===== src/rtl/muldiv_pkg.sv =====
// Shared constants for the iterative RV32M multiply/divide unit:
// funct3 opcodes, controller state encoding and iteration count.
package muldiv_pkg;
   localparam logic [2:0] F3_MUL    = 3'b000;
   localparam logic [2:0] F3_MULH   = 3'b001;
   localparam logic [2:0] F3_MULHSU = 3'b010;
   localparam logic [2:0] F3_MULHU  = 3'b011;
   localparam logic [2:0] F3_DIV    = 3'b100;
   localparam logic [2:0] F3_DIVU   = 3'b101;
   localparam logic [2:0] F3_REM    = 3'b110;
   localparam logic [2:0] F3_REMU   = 3'b111;

   localparam logic [1:0] IDLE = 2'd0;
   localparam logic [1:0] CALC = 2'd1;
   localparam logic [1:0] FIN  = 2'd2;

   localparam int ITER_COUNT = 32;
endpackage


===== src/rtl/muldiv_unit.sv =====
// Iterative RV32M multiply/divide: 32-step shift-add multiply or restoring
// divide on sign-stripped magnitudes, one-cycle registered write-back.
module muldiv_unit
   import muldiv_pkg::*;
#(
   parameter int XLEN = 32
) (
   input  logic            CLK,
   input  logic            CLR,
   input  logic            START,
   input  logic [2:0]      FUNCT3,
   input  logic [XLEN-1:0] OP_A,
   input  logic [XLEN-1:0] OP_B,
   input  logic [4:0]      RD_IN,
   output logic            BUSY,
   output logic            DONE,
   output logic [XLEN-1:0] RESULT,
   output logic [4:0]      RD_OUT,
   output logic            WE_OUT
);

   logic [1:0]  state_q, state_d;
   logic [4:0]  cnt_q, cnt_d;
   logic [2:0]  f3_q, f3_d;
   logic [4:0]  rd_q, rd_d;
   logic        neg_q, neg_d;
   logic        rneg_q, rneg_d;
   logic [63:0] acc_q, acc_d;
   logic [31:0] opb_q, opb_d;
   logic [31:0] result_q, result_d;

   logic        is_div;
   logic [32:0] add_a, add_b, sum;
   logic [63:0] step, prod_fix;
   logic [31:0] quot_fix, rem_fix, fin_res;
   logic        a_signed, b_signed, a_neg, b_neg, div_zero, div_ovf;
   logic [31:0] a_mag, b_mag, special_res;

   // Shared 33-bit adder: multiply adds into the upper half, divide
   // trial-subtracts the divisor from the shifted-in remainder.
   always_comb begin
      is_div = f3_q[2];
      add_a  = is_div ? acc_q[63:31] : {1'b0, acc_q[63:32]};
      if (is_div)
         add_b = ~{1'b0, opb_q};
      else
         add_b = acc_q[0] ? {1'b0, opb_q} : 33'd0;
      sum = add_a + add_b + {32'd0, is_div};
      if (!is_div)
         step = {sum, acc_q[31:1]};
      else if (sum[32])
         step = {acc_q[62:0], 1'b0};
      else
         step = {sum[31:0], acc_q[30:0], 1'b1};
   end

   always_comb begin
      prod_fix = neg_q ? (~step + 64'd1) : step;
      quot_fix = neg_q ? (~step[31:0] + 32'd1) : step[31:0];
      rem_fix  = rneg_q ? (~step[63:32] + 32'd1) : step[63:32];
      case (f3_q)
         F3_MUL:                     fin_res = prod_fix[31:0];
         F3_MULH, F3_MULHSU, F3_MULHU: fin_res = prod_fix[63:32];
         F3_DIV, F3_DIVU:            fin_res = quot_fix;
         default:                    fin_res = rem_fix;
      endcase
   end

   always_comb begin
      a_signed = (FUNCT3 == F3_MUL) || (FUNCT3 == F3_MULH) || (FUNCT3 == F3_MULHSU) ||
                 (FUNCT3 == F3_DIV) || (FUNCT3 == F3_REM);
      b_signed = (FUNCT3 == F3_MUL) || (FUNCT3 == F3_MULH) ||
                 (FUNCT3 == F3_DIV) || (FUNCT3 == F3_REM);
      a_neg    = a_signed && OP_A[31];
      b_neg    = b_signed && OP_B[31];
      a_mag    = a_neg ? (~OP_A + 32'd1) : OP_A;
      b_mag    = b_neg ? (~OP_B + 32'd1) : OP_B;
      div_zero = FUNCT3[2] && (OP_B == 32'd0);
      div_ovf  = ((FUNCT3 == F3_DIV) || (FUNCT3 == F3_REM)) &&
                 (OP_A == 32'h8000_0000) && (OP_B == 32'hFFFF_FFFF);
      if (div_zero)
         special_res = FUNCT3[1] ? OP_A : 32'hFFFF_FFFF;
      else
         special_res = FUNCT3[1] ? 32'd0 : 32'h8000_0000;
   end

   always_comb begin
      state_d  = state_q;
      cnt_d    = cnt_q;
      f3_d     = f3_q;
      rd_d     = rd_q;
      neg_d    = neg_q;
      rneg_d   = rneg_q;
      acc_d    = acc_q;
      opb_d    = opb_q;
      result_d = result_q;
      case (state_q)
         IDLE: begin
            if (START) begin
               f3_d   = FUNCT3;
               rd_d   = RD_IN;
               neg_d  = a_neg ^ b_neg;
               rneg_d = a_neg;
               cnt_d  = 5'd0;
               acc_d  = {32'd0, a_mag};
               opb_d  = b_mag;
               if (div_zero || div_ovf) begin
                  result_d = special_res;
                  state_d  = FIN;
               end else begin
                  state_d  = CALC;
               end
            end
         end
         CALC: begin
            acc_d = step;
            cnt_d = cnt_q + 5'd1;
            if (cnt_q == 5'(ITER_COUNT - 1)) begin
               result_d = fin_res;
               state_d  = FIN;
            end
         end
         default: state_d = IDLE;
      endcase
   end

   always_ff @(posedge CLK) begin
      if (CLR) begin
         state_q  <= IDLE;
         cnt_q    <= 5'd0;
         f3_q     <= 3'd0;
         rd_q     <= 5'd0;
         neg_q    <= 1'b0;
         rneg_q   <= 1'b0;
         acc_q    <= 64'd0;
         opb_q    <= 32'd0;
         result_q <= 32'd0;
      end else begin
         state_q  <= state_d;
         cnt_q    <= cnt_d;
         f3_q     <= f3_d;
         rd_q     <= rd_d;
         neg_q    <= neg_d;
         rneg_q   <= rneg_d;
         acc_q    <= acc_d;
         opb_q    <= opb_d;
         result_q <= result_d;
      end
   end

   assign BUSY   = (state_q != IDLE);
   assign DONE   = (state_q == FIN);
   assign RESULT = result_q;
   assign RD_OUT = rd_q;
   assign WE_OUT = DONE && (rd_q != 5'd0);

endmodule


===== config.mk =====
export PLATFORM = sky130hd
export DESIGN_NAME = muldiv_unit
export DESIGN_NICKNAME = d
export VERILOG_FILES = /design/src/rtl/muldiv_pkg.sv /design/src/rtl/muldiv_unit.sv
export SDC_FILE = /design/constraint.sdc
export NUM_CORES = 1
export LEC_CHECK = 0
export BUFFER_PORTS_ARGS = -buffer_cell sky130_fd_sc_hd__buf_2
export CAP_MARGIN = 20
export CORE_MARGIN = 1
export CORE_UTILIZATION = 31
export CTS_CLUSTER_DIAMETER = 120
export DETAILED_ROUTE_END_ITERATION = 12
export PLACE_DENSITY_LB_ADDON = 0.25
export SYNTH_ARGS = -nofsm -noshare
export SYNTH_HDL_FRONTEND = slang
export SYNTH_SLANG_ARGS = --single-unit

===== constraint.sdc =====
create_clock -name CLK -period 9.5 [get_ports CLK]
set_input_delay 0 -clock CLK [delete_from_list [all_inputs] [get_ports CLK]]
set_output_delay 0 -clock CLK [all_outputs]
set_load 0.02 [all_outputs]

==> results.tsv, run 1 <==
metric	value	unit
syn avg cell area	7.06	sq um
Main synth FF type	dfxtp_1	
met3 WL	4690	um
Startpoint Class	flop	
R2R cell count	21	
Synth Instances	1994	
TritonCTS sink count	145	
Die ar.	46300	sq um
Critical Path Stages	21	
CTS buffer count	17	
H-tree depth	4	
Clk pin slew, worst setup/hold paths	80	ps
CP max stage cell	buf_4	
setup TNS	0	ps
largest net degree at the start of global routing	103	
Final Instance Count excl. Fillers	2675	
pre-CTS WS	1930	ps
Clk Latency, worst-skew pair	490	ps
Final Cycle Share	0.822	
FF+latch count, synth	145	
CTS Root Cell	clkbuf_16	
Fin Clk Skew	19.5	ps
Buf+Inv Stages, Crit Path	2	
syn nets	2110	
Hold Path Depth	3	
Crit path max-delay family	compound AO/OA/AOI/OAI gates	
DR iter-0 viols	1714	
CTS tree	yes	
power density over the cells	150	nW/um^2
Clock Path Buffers	2	
placed instance area	15000	sq um
Core Util, Final	0.366	
vias per cell	5.96	
Slew Viols, Final	0	
Slew headroom	0.244	
FILL cells	4762	
synthesis-to-finish area growth	15.7	%
total placed cells including tap cells	2579	
vias in the first global route	14800	
endpoints failing setup	0	
WL met2	27600	um
slowest stage delay, CP	950	ps
Die X-Extent	215	um
average wire per standard cell	23.0	um
Cell Rows	77	
Hold Crit Class	in -> reg	
Worst EP arrival	8200	ps
post-route ant nets	0	
Placer Congestion	0.935	
Period minus WS final	7810	ps
Seq/Total Area, Yosys	0.206	
IO Pins	115	
Ant. Diodes	0	
RSZ-0062 raised after global routing	no	
starting utilization of the core area	0.316	
CP max FO	102	
Worst Tran Pin Value	1130	ps
Setup Fix Bufs, Post-CTS	0	
Core Area	44500	sq um
Leakage	5.91	nW
Max Used Layer	met5	
share of cells above drive strength 1	0.125	
FMAX	128	MHz
Met1 Wirelength	27300	um
DRT Wirelength	61600	um
final hold vios	0	
yosys warns	0	
status	complete, no violations	
antenna violations before repair	1	
grt ovf	0	
Initial DRT Pass Iterations	5	
Yosys cell types	93	
Post-synth ARST share	0	
Die Height	215	um
CP Capture Type	flop	
via count	16000	
EDFF count, synth	0	
DP Wirelength	45200	um
cells resized by post-CTS repair	0	
CP Class	reg -> reg	
GRT Overall Usage	0.260	
Port Buffers	114	
max-cap violations	0	
first-pass GRT wire length	92800	um
Cell Chain, Critical Path	buf_4, mux2_2, inv_1, fa_1, nand2b_1, a211o_1, a21oi_2, o21ai_1, a211o_1, a21oi_4, nor2_2, a21oi_1, ha_1, nand3_1, nor2_1, nand2_1, o21ai_0, a21oi_1, o21ai_0, nand2_1, a311oi_1	
DRC	0	
Req. time, crit path	9890	ps
peak supply drop	0.142	mV
nets	2186	
Setup WS post-layout	1690	ps
Mapped Area	14100	sq um
Final Cell Area	16300	sq um
==> layout by cell type, fill, tap and decap left out, types with 13 or more instances in the layout <==
cell type,instances
a221oi_1,31
nand2b_1,18
buf_2,113
o31ai_1,25
a31oi_1,27
a211oi_1,32
or3_1,28
o211ai_1,34
mux2i_1,36
mux2_2,32
nand4_1,31
nor2_1,257
xnor2_1,78
inv_1,44
xor2_1,65
o21ai_0,157
nand2_1,174
clkbuf_16,17
buf_4,26
ha_1,39
dfxtp_1,143
a22oi_1,31
o22ai_1,16
nand3_1,64
nor3_1,61
or2_2,16
a311oi_1,15
a21oi_1,159
dlygate4sd3_1,64
nor4_1,13
==> stage by stage <==
| step | hold WS (ps) | total power, mW |
|---|---|---|
| after global routing | 24.5 | 2.55 |
| after CTS | 0.137 | 2.43 |
| after global placement | 240 | 1.66 |
| final | 23.8 | 2.45 |
| after detailed placement | 248 | 1.66 |
| after floorplan | 136 | 1.34 |
==> tightest hold or removal path: cells and delay by family <==
kind	cells	cell delay [ps]
AOI/OAI and AO/OA	2	310
buffers and inverters	1	130
==> flip-flops by register name (all words and copies together) (netlist names) <==
name and count:
RD_OUT 5, opb_q 32, state_q 2, neg_q 1, cnt_q 5, acc_q 64
rneg_q 1, RESULT 32, f3_q 3
==> area by class of cell <==
type,count,area [sq um],share of cell area
clock buffers,17,425,0.0261
clock inverters,15,190,0.0117
inverters,49,184,0.0113
multi-input cells,1654,10400,0.641
flip-flops and latches,145,2910,0.179
well taps,592,741,0.0455
repair buffers,203,1400,0.0860
==> cells by family after synthesis <==
logic type | Yosys count | synth area share
xor gates and xnor gates | 143 | 0.0890
DFF | 145 | 0.206
AOI/OAI and AO/OA | 661 | 0.312
adders and majority gates | 41 | 0.0375
muxes | 69 | 0.0520
buffers and inverters | 195 | 0.0552
and+or+nand+nor | 740 | 0.248
==> what timing repair did <==
action,CTS,global route
setup endpoints to repair,0,0
endpoints found under the hold margin,79,0
hold buffers,64,0
==> Yosys cell counts, drive strengths merged, types with 6 or more instances <==
cell | number | share of area
a211o | 10 | 0.0062
a211oi | 34 | 0.019
a21o | 12 | 0.0064
a21oi | 161 | 0.058
a221o | 9 | 0.0064
a221oi | 33 | 0.021
a22oi | 31 | 0.017
a311oi | 15 | 0.0093
a31o | 7 | 0.0044
a31oi | 27 | 0.012
a32oi | 6 | 0.0043
a41o | 6 | 0.0043
and2 | 10 | 0.0044
and3 | 8 | 0.0036
buf | 46 | 0.015
clkbuf | 100 | 0.027
dfxtp | 145 | 0.21
ha | 39 | 0.035
inv | 45 | 0.012
mux2 | 33 | 0.026
mux2i | 36 | 0.026
nand2 | 176 | 0.047
nand2b | 19 | 0.0084
nand3 | 64 | 0.023
nand3b | 7 | 0.0037
nand4 | 32 | 0.015
nand4b | 6 | 0.0037
nor2 | 262 | 0.070
nor2b | 7 | 0.0031
nor3 | 65 | 0.025
nor4 | 16 | 0.0080
o211ai | 34 | 0.018
o21a | 11 | 0.0059
o21ai | 166 | 0.059
o221ai | 9 | 0.0056
o22ai | 16 | 0.0071
o31ai | 27 | 0.016
o41ai | 7 | 0.0049
or2 | 18 | 0.0080
or3 | 28 | 0.012
or4 | 8 | 0.0048
xnor2 | 78 | 0.049
xor2 | 65 | 0.040
==> per-layer routing <==
layer | vias to the layer above | track usage
met3 | 97 | 0.0381
met2 | 725 | 0.412
met5 | - | 0
met1 | 7586 | 0.355
met4 | 2 | 0.100
li1 | 7541 | -
==> power breakdown <==
group	internal (mW)	switching, mW
registers	0.655	0.0648
logic	0.325	0.651
clock network	0.401	0.350
==> worst paths after layout <==
kind                           startpoint                      end  slack, ps
setup / recovery     f3_q[2]$_SDFFE_PP0P_   RESULT[2]$_SDFFE_PP0P_       1690
hold / removal                    OP_A[4]   RESULT[4]$_SDFFE_PP0P_         20
setup reg to reg     f3_q[2]$_SDFFE_PP0P_   RESULT[2]$_SDFFE_PP0P_       1690
hold reg to reg   RESULT[17]$_SDFFE_PP0P_  RESULT[17]$_SDFFE_PP0P_        450
Note: power is estimated with default switching activity, not from simulation.
==> inputs of run 2 (changes only) <==
clock period = 7.1 ns   (was 9.5 ns; I/O delays follow)
==> run 2 against run 1 <==
Die area unchanged; final area increased by 1.3%; clock power rose by 25%; hold slack improved by 17 ps; final cell count up 1.1%; sequential share of layout area shrank 0.23 points; non-clock buffer count is 33 higher; flip-flop and latch count stayed put; clock skew shrank 3.5 ps; critical path type unchanged; critical endpoint is now RESULT[24]$_SDFFE_PP0P_; largest power group unchanged; highest routed layer is now met4.
==> results.tsv, run 2 (synthesis gave the netlist of run 1 again) <==
metric	value	unit	change
CTS buffer count	17		unchanged
Worst EP arrival	6850	ps	-1350 ps
Cell Rows	77		unchanged
DR iter-0 viols	1467		-14%
share of cells above drive strength 1	0.135		+0.0105
DP Wirelength	46400	um	+2.7%
nets	2219		+1.5%
vias in the first global route	15300		+3.3%
Hold Crit Class	in -> reg		
cells resized by post-CTS repair	0		unchanged
RSZ-0062 raised after global routing	no		
met3 usage	0.0348		-0.00326
Final Instance Count excl. Fillers	2705		+1.1%
met1 usage	0.373		+0.0181
starting utilization of the core area	0.316		unchanged
FMAX	154	MHz	+20%
Hold Path Depth	3		unchanged
Slew Viols, Final	0		unchanged
PnR Total Power	3.23	mW	+32%
GR Layer Usage met2	0.421		+0.00960
R2R cell count	19		-9.5%
FF-to-FF End	RESULT[24]$_SDFFE_PP0P_		
Cell Chain, Critical Path	buf_4, and2_1, a21o_1, ha_1, a21oi_1, o21ai_0, a21oi_1, nor4_1, or3_1, nor3_4, buf_4, nor3_1, nor3_1, nand4_2, or2_1, o41ai_2, xnor2_1, a221oi_1, o21ai_1		
peak supply drop	0.186	mV	+31%
Final Cell Area	16500	sq um	+1.3%
commonest non-fill, non-tap cell in the layout	nor2_1		
synthesis-to-finish area growth	17.2	%	
Core Area	44500	sq um	unchanged
total placed cells including tap cells	2611		+1.2%
vias per cell	6.01		+0.76%
Die ar.	46300	sq um	unchanged
CTS tree	yes		
DRC	0		unchanged
worst hold endpoint	RESULT[7]$_SDFFE_PP0P_		
CP Class	reg -> reg		
power density over the cells	196	nW/um^2	+30%
most frequent cells in the layout	nor2_1, nand2_1, a21oi_1		
number of flip-flops in the largest register	64		unchanged
status	complete, no violations		
grt ovf	0		unchanged
hold_sp	OP_A[7]		
GRT Overall Usage	0.267		+0.00626
setup TNS	0	ps	unchanged
placed instance area	15300	sq um	+1.7%
endpoints failing setup	0		unchanged
FF-to-FF Start	f3_q[2]$_SDFFE_PP0P_		
Worst Tran Pin Value	1140	ps	+9.97 ps
Slew headroom	0.240		-0.00387
Clk Latency, worst-skew pair	470	ps	-20 ps
Leakage	6.05	nW	+2.5%
Clock Path Buffers	2		unchanged
IO Pins	115		unchanged
Die Height	215	um	unchanged
first-pass GRT wire length	95500	um	+3.0%
max-cap violations	0		unchanged
CP max FO	43		-58%
average wire per standard cell	23.0	um	-0.15%
largest net degree at the start of global routing	94		-8.7%
Period minus WS final	6510	ps	-1300 ps
Setup Fix Bufs, Post-CTS	0		unchanged
Die X-Extent	215	um	unchanged
Initial DRT Pass Iterations	6		+1
via count	16300		+1.9%
Req. time, crit path	7440	ps	-2450 ps
H-tree depth	4		unchanged
layer with the highest usage	met2		
CP Capture Type	flop		
Placer Congestion	0.949		+1.5%
r2r setup slk	590	ps	-1100 ps
DRT Wirelength	62200	um	+0.97%
Ant. Diodes	0		unchanged
Port Buffers	114		unchanged
final hold vios	0		unchanged
antenna violations before repair	1		unchanged
post-route ant nets	0		unchanged
Startpoint Class	flop		
slowest stage delay, CP	660	ps	-290 ps
Largest Register	acc_q		
CTS Root Cell	clkbuf_16		
CP max stage cell	dfxtp_4		
Final Cycle Share	0.917		+0.0952
TritonCTS sink count	145		unchanged
Fin Clk Skew	16.0	ps	-3.52 ps
Clk pin slew, worst setup/hold paths	60	ps	-20 ps
[run 2: worst max path at each step]
stage / start / endpoint / slack (ps) / cells after the start
final: f3_q[2]$_SDFFE_PP0P_ / RESULT[24]$_SDFFE_PP0P_ / 590 / 19
after global routing: f3_q[2]$_SDFFE_PP0P_ / RESULT[24]$_SDFFE_PP0P_ / 100 / 19
after CTS: f3_q[2]$_SDFFE_PP0P_ / RESULT[24]$_SDFFE_PP0P_ / 750 / 19
after detailed placement: f3_q[2]$_SDFFE_PP0P_ / RESULT[24]$_SDFFE_PP0P_ / 770 / 19
after global placement: f3_q[2]$_SDFFE_PP0P_ / RESULT[24]$_SDFFE_PP0P_ / 810 / 19
after floorplan: f3_q[2]$_SDFFE_PP0P_ / RESULT[28]$_SDFFE_PP0P_ / 50 / 33
[run 2: layer usage]
metal / wire (um) / part of all wire
met5: 0 / 0
met3: 4830 / 0.078
met2: 28100 / 0.45
met4: 1490 / 0.024
met1: 27800 / 0.45
[run 2: area by class of cell]
type | count | area, sq um
Fill cell | 4795 | 28000
Multi-Input combinational cell | 1654 | 10400
Sequential cell | 145 | 2910
Timing Repair Buffer | 236 | 1660
Tap cell | 592 | 741
Clock buffer | 22 | 464
Inverter | 49 | 184
Clock inverter | 7 | 104
[run 2: metrics by stage]
stage | hold slack [ps] | worst slack (ps) | utilization
5_1_grt | 45.5 | 104 | 0.371
4_1_cts | 4.24 | 747 | 0.371
3_3_place_gp | 241 | 811 | 0.343
2_1_floorplan | 136 | 47.7 | -
3_5_place_dp | 250 | 766 | 0.343
6_report | 41.0 | 588 | 0.371
[run 2: timing repair]
item                                   in CTS  in global routing
hold buffers                               64                  0
endpoints found under the hold margin      84                  0
setup endpoints to repair                   0                  0
[run 2: where the power goes]
group / internal, mW / switching [mW]
Clock: 0.534 / 0.405
Sequential: 0.878 / 0.0817
Combinational: 0.457 / 0.871
[run 2: critical path, delay by kind of cell, from the launching register on]
family,cells,cell delay [ps]
flops,1,660
buf+inv,2,680
compound gates,7,1820
xor+xnor,1,110
fa+ha+maj,1,330
simple gates,8,2770
==> inputs of run 3 (changes only) <==
CORE_UTILIZATION = 56   (was 31)
==> run 3 against run 2 <==
Hold slack lost 36 ps; final cell count down 11%; maximum frequency up 0.93%; register-to-register slack gained 60 ps; final area down 3.4%; utilization is 28 points higher; non-clock buffer count fell by 25; highest routed layer unchanged.
==> results.tsv, run 3 (synthesis gave the netlist of run 1 again) <==
metric	value	unit	change
power density over the cells	201	nW/um^2	+2.8%
Final Instance Count excl. Fillers	2415		-11%
status	complete, no violations		
Period minus WS final	6450	ps	-60.3 ps
Req. time, crit path	7420	ps	-20 ps
GRT Overall Usage	0.436		+0.170
RSZ-0062 raised after global routing	no		
largest net degree at the start of global routing	92		-2.1%
total placed cells including tap cells	2329		-11%
final hold vios	0		unchanged
most frequent cells in the layout	nor2_1, nand2_1, a21oi_1		
commonest non-fill, non-tap cell in the layout	nor2_1		
Die ar.	25800	sq um	-44%
hold_ws	4.61	ps	-36.4 ps
CP Capture Type	flop		
Core Area	24500	sq um	-45%
CP max FO	46		+7.0%
switching fraction of total power	0.442		+0.0214
PnR Total Power	3.21	mW	-0.65%
Seq pwr share	0.297		about the same
switching power	1.42	mW	+4.4%
CP Class	reg -> reg		
Cell Rows	57		-26%
Hold Crit Class	in -> reg		
Port Buffers	114		unchanged
Ant. Diodes	0		unchanged
DR iter-0 viols	2218		+51%
nets	2194		-1.1%
Die Height	161	um	-25%
DRT Wirelength	57300	um	-7.8%
Worst EP arrival	6770	ps	-80 ps
H-tree depth	4		unchanged
peak supply drop	0.154	mV	-17%
CTS buffer count	17		unchanged
Setup WS post-layout	649	ps	+60.3 ps
FMAX	155	MHz	+0.93%
post-route ant nets	0		unchanged
endpoints failing setup	0		unchanged
Leakage	5.94	nW	-1.8%
placed instance area	14800	sq um	-2.9%
via count	16700		+2.6%
antenna violations before repair	0		-1
clock power share	0.290		about the same
Die X-Extent	161	um	-25%
CTS Root Cell	clkbuf_16		
pre-CTS WS	874	ps	+108 ps
vias in the first global route	14900		-2.8%
starting utilization of the core area	0.575		+0.259
Clk pin slew, worst setup/hold paths	80	ps	+20 ps
grt ovf	0		unchanged
Placer Congestion	1.00		+5.8%
setup TNS	0	ps	unchanged
FILL cells	2188		-54%
IO Pins	115		unchanged
Startpoint Class	flop		
average wire per standard cell	23.7	um	+3.2%
DP Wirelength	41300	um	-11%
DRC	0		unchanged
synthesis-to-finish area growth	13.3	%	
Largest Register	acc_q		
CTS tree	yes		
vias per cell	6.90		+15%
internal power	1.79	mW	-4.3%
first-pass GRT wire length	87100	um	-8.8%
Clk Latency, worst-skew pair	450	ps	-20 ps
share of cells above drive strength 1	0.131		-0.00431
Final Cycle Share	0.909		-0.00849
Worst Tran Pin Value	1070	ps	-67.7 ps
number of flip-flops in the largest register	64		unchanged
Core Util, Final	0.652		+0.281
Final Cell Area	15900	sq um	-3.4%
Clock Path Buffers	2		unchanged
TritonCTS sink count	145		unchanged
combinational group share of total power	0.413		about the same
cells resized by post-CTS repair	0		unchanged
Initial DRT Pass Iterations	6		unchanged
max-cap violations	0		unchanged
Slew headroom	0.278		+0.0376
Slew Viols, Final	0		unchanged
Fin Clk Skew	20.5	ps	+4.54 ps
-- run 3: changes by cell type in the layout (fill, tap and decap cells not counted), sizes merged --
| cell | change |
|---|---|
| dlygate4sd3 | -10 |
| clkbuf | -5 |
| buf | -14 |
| bufinv | -2 |
| clkinv | +3 |
| inv | +6 |
-- run 3: layout make-up --
| type | count | area, sq um | share of cell area |
|---|---|---|---|
| multi-input combinational | 1654 | 10400 | 0.654 |
| inverter | 49 | 184 | 0.0115 |
| sequential | 145 | 2910 | 0.182 |
| tap | 324 | 405 | 0.0254 |
| clock inverter | 14 | 139 | 0.00871 |
| timing repair buffer | 211 | 1450 | 0.0909 |
| clock buffer | 18 | 429 | 0.0269 |
-- run 3: path summary, 6_finish.rpt --
kind                            cells past startpoint  slack [ps]                       to               startpoint
worst max register to register                     20         650  RESULT[24]$_SDFFE_PP0P_     f3_q[2]$_SDFFE_PP0P_
worst max-delay path                               20         650  RESULT[24]$_SDFFE_PP0P_     f3_q[2]$_SDFFE_PP0P_
worst min register to register                      2         480  RESULT[22]$_SDFFE_PP0P_  RESULT[22]$_SDFFE_PP0P_
worst min-delay path                                4           5   acc_q[19]$_SDFFE_PP0P_                 OP_A[19]
-- run 3: power groups by stage --
stage | registers (mW) | clock network [mW] | logic, mW
floorplan | 0.951 | 0 | 0.849
global placement | 0.964 | 0 | 1.24
detailed placement | 0.967 | 0 | 1.24
CTS | 0.948 | 0.918 | 1.27
global route | 0.958 | 0.953 | 1.40
finish | 0.952 | 0.929 | 1.33
-- run 3: worst max-delay path: stages (launching register included) --
cell and delay, ps:
dfxtp_4 610, buf_4 500, mux2_2 400, ha_1 400
a21oi_1 250, o21ai_1 140, a21oi_1 200, nor4_1 90
or3_1 520, nor3_4 450, buf_4 320, o21ai_0 100
a31oi_1 500, inv_1 210, ha_1 320, nand4_2 230
or2_1 330, o41ai_2 130, xnor2_1 160, a221oi_1 330
o21ai_1 110
-- run 3: per-layer routing --
| layer | vias to the layer above | track usage | routed length (um) |
|---|---|---|---|
| met5 | - | 0 | 0 |
| met4 | 0 | 0.174 | 2370 |
| met2 | 1180 | 0.644 | 24100 |
| met1 | 7760 | 0.608 | 23400 |
| met3 | 164 | 0.102 | 7440 |
| li1 | 7566 | - | - |
-- run 3: timing repair --
item                                   CTS  global route
buffers inserted                         0             0
endpoints found under the hold margin   57             0
hold buffers                            54             0
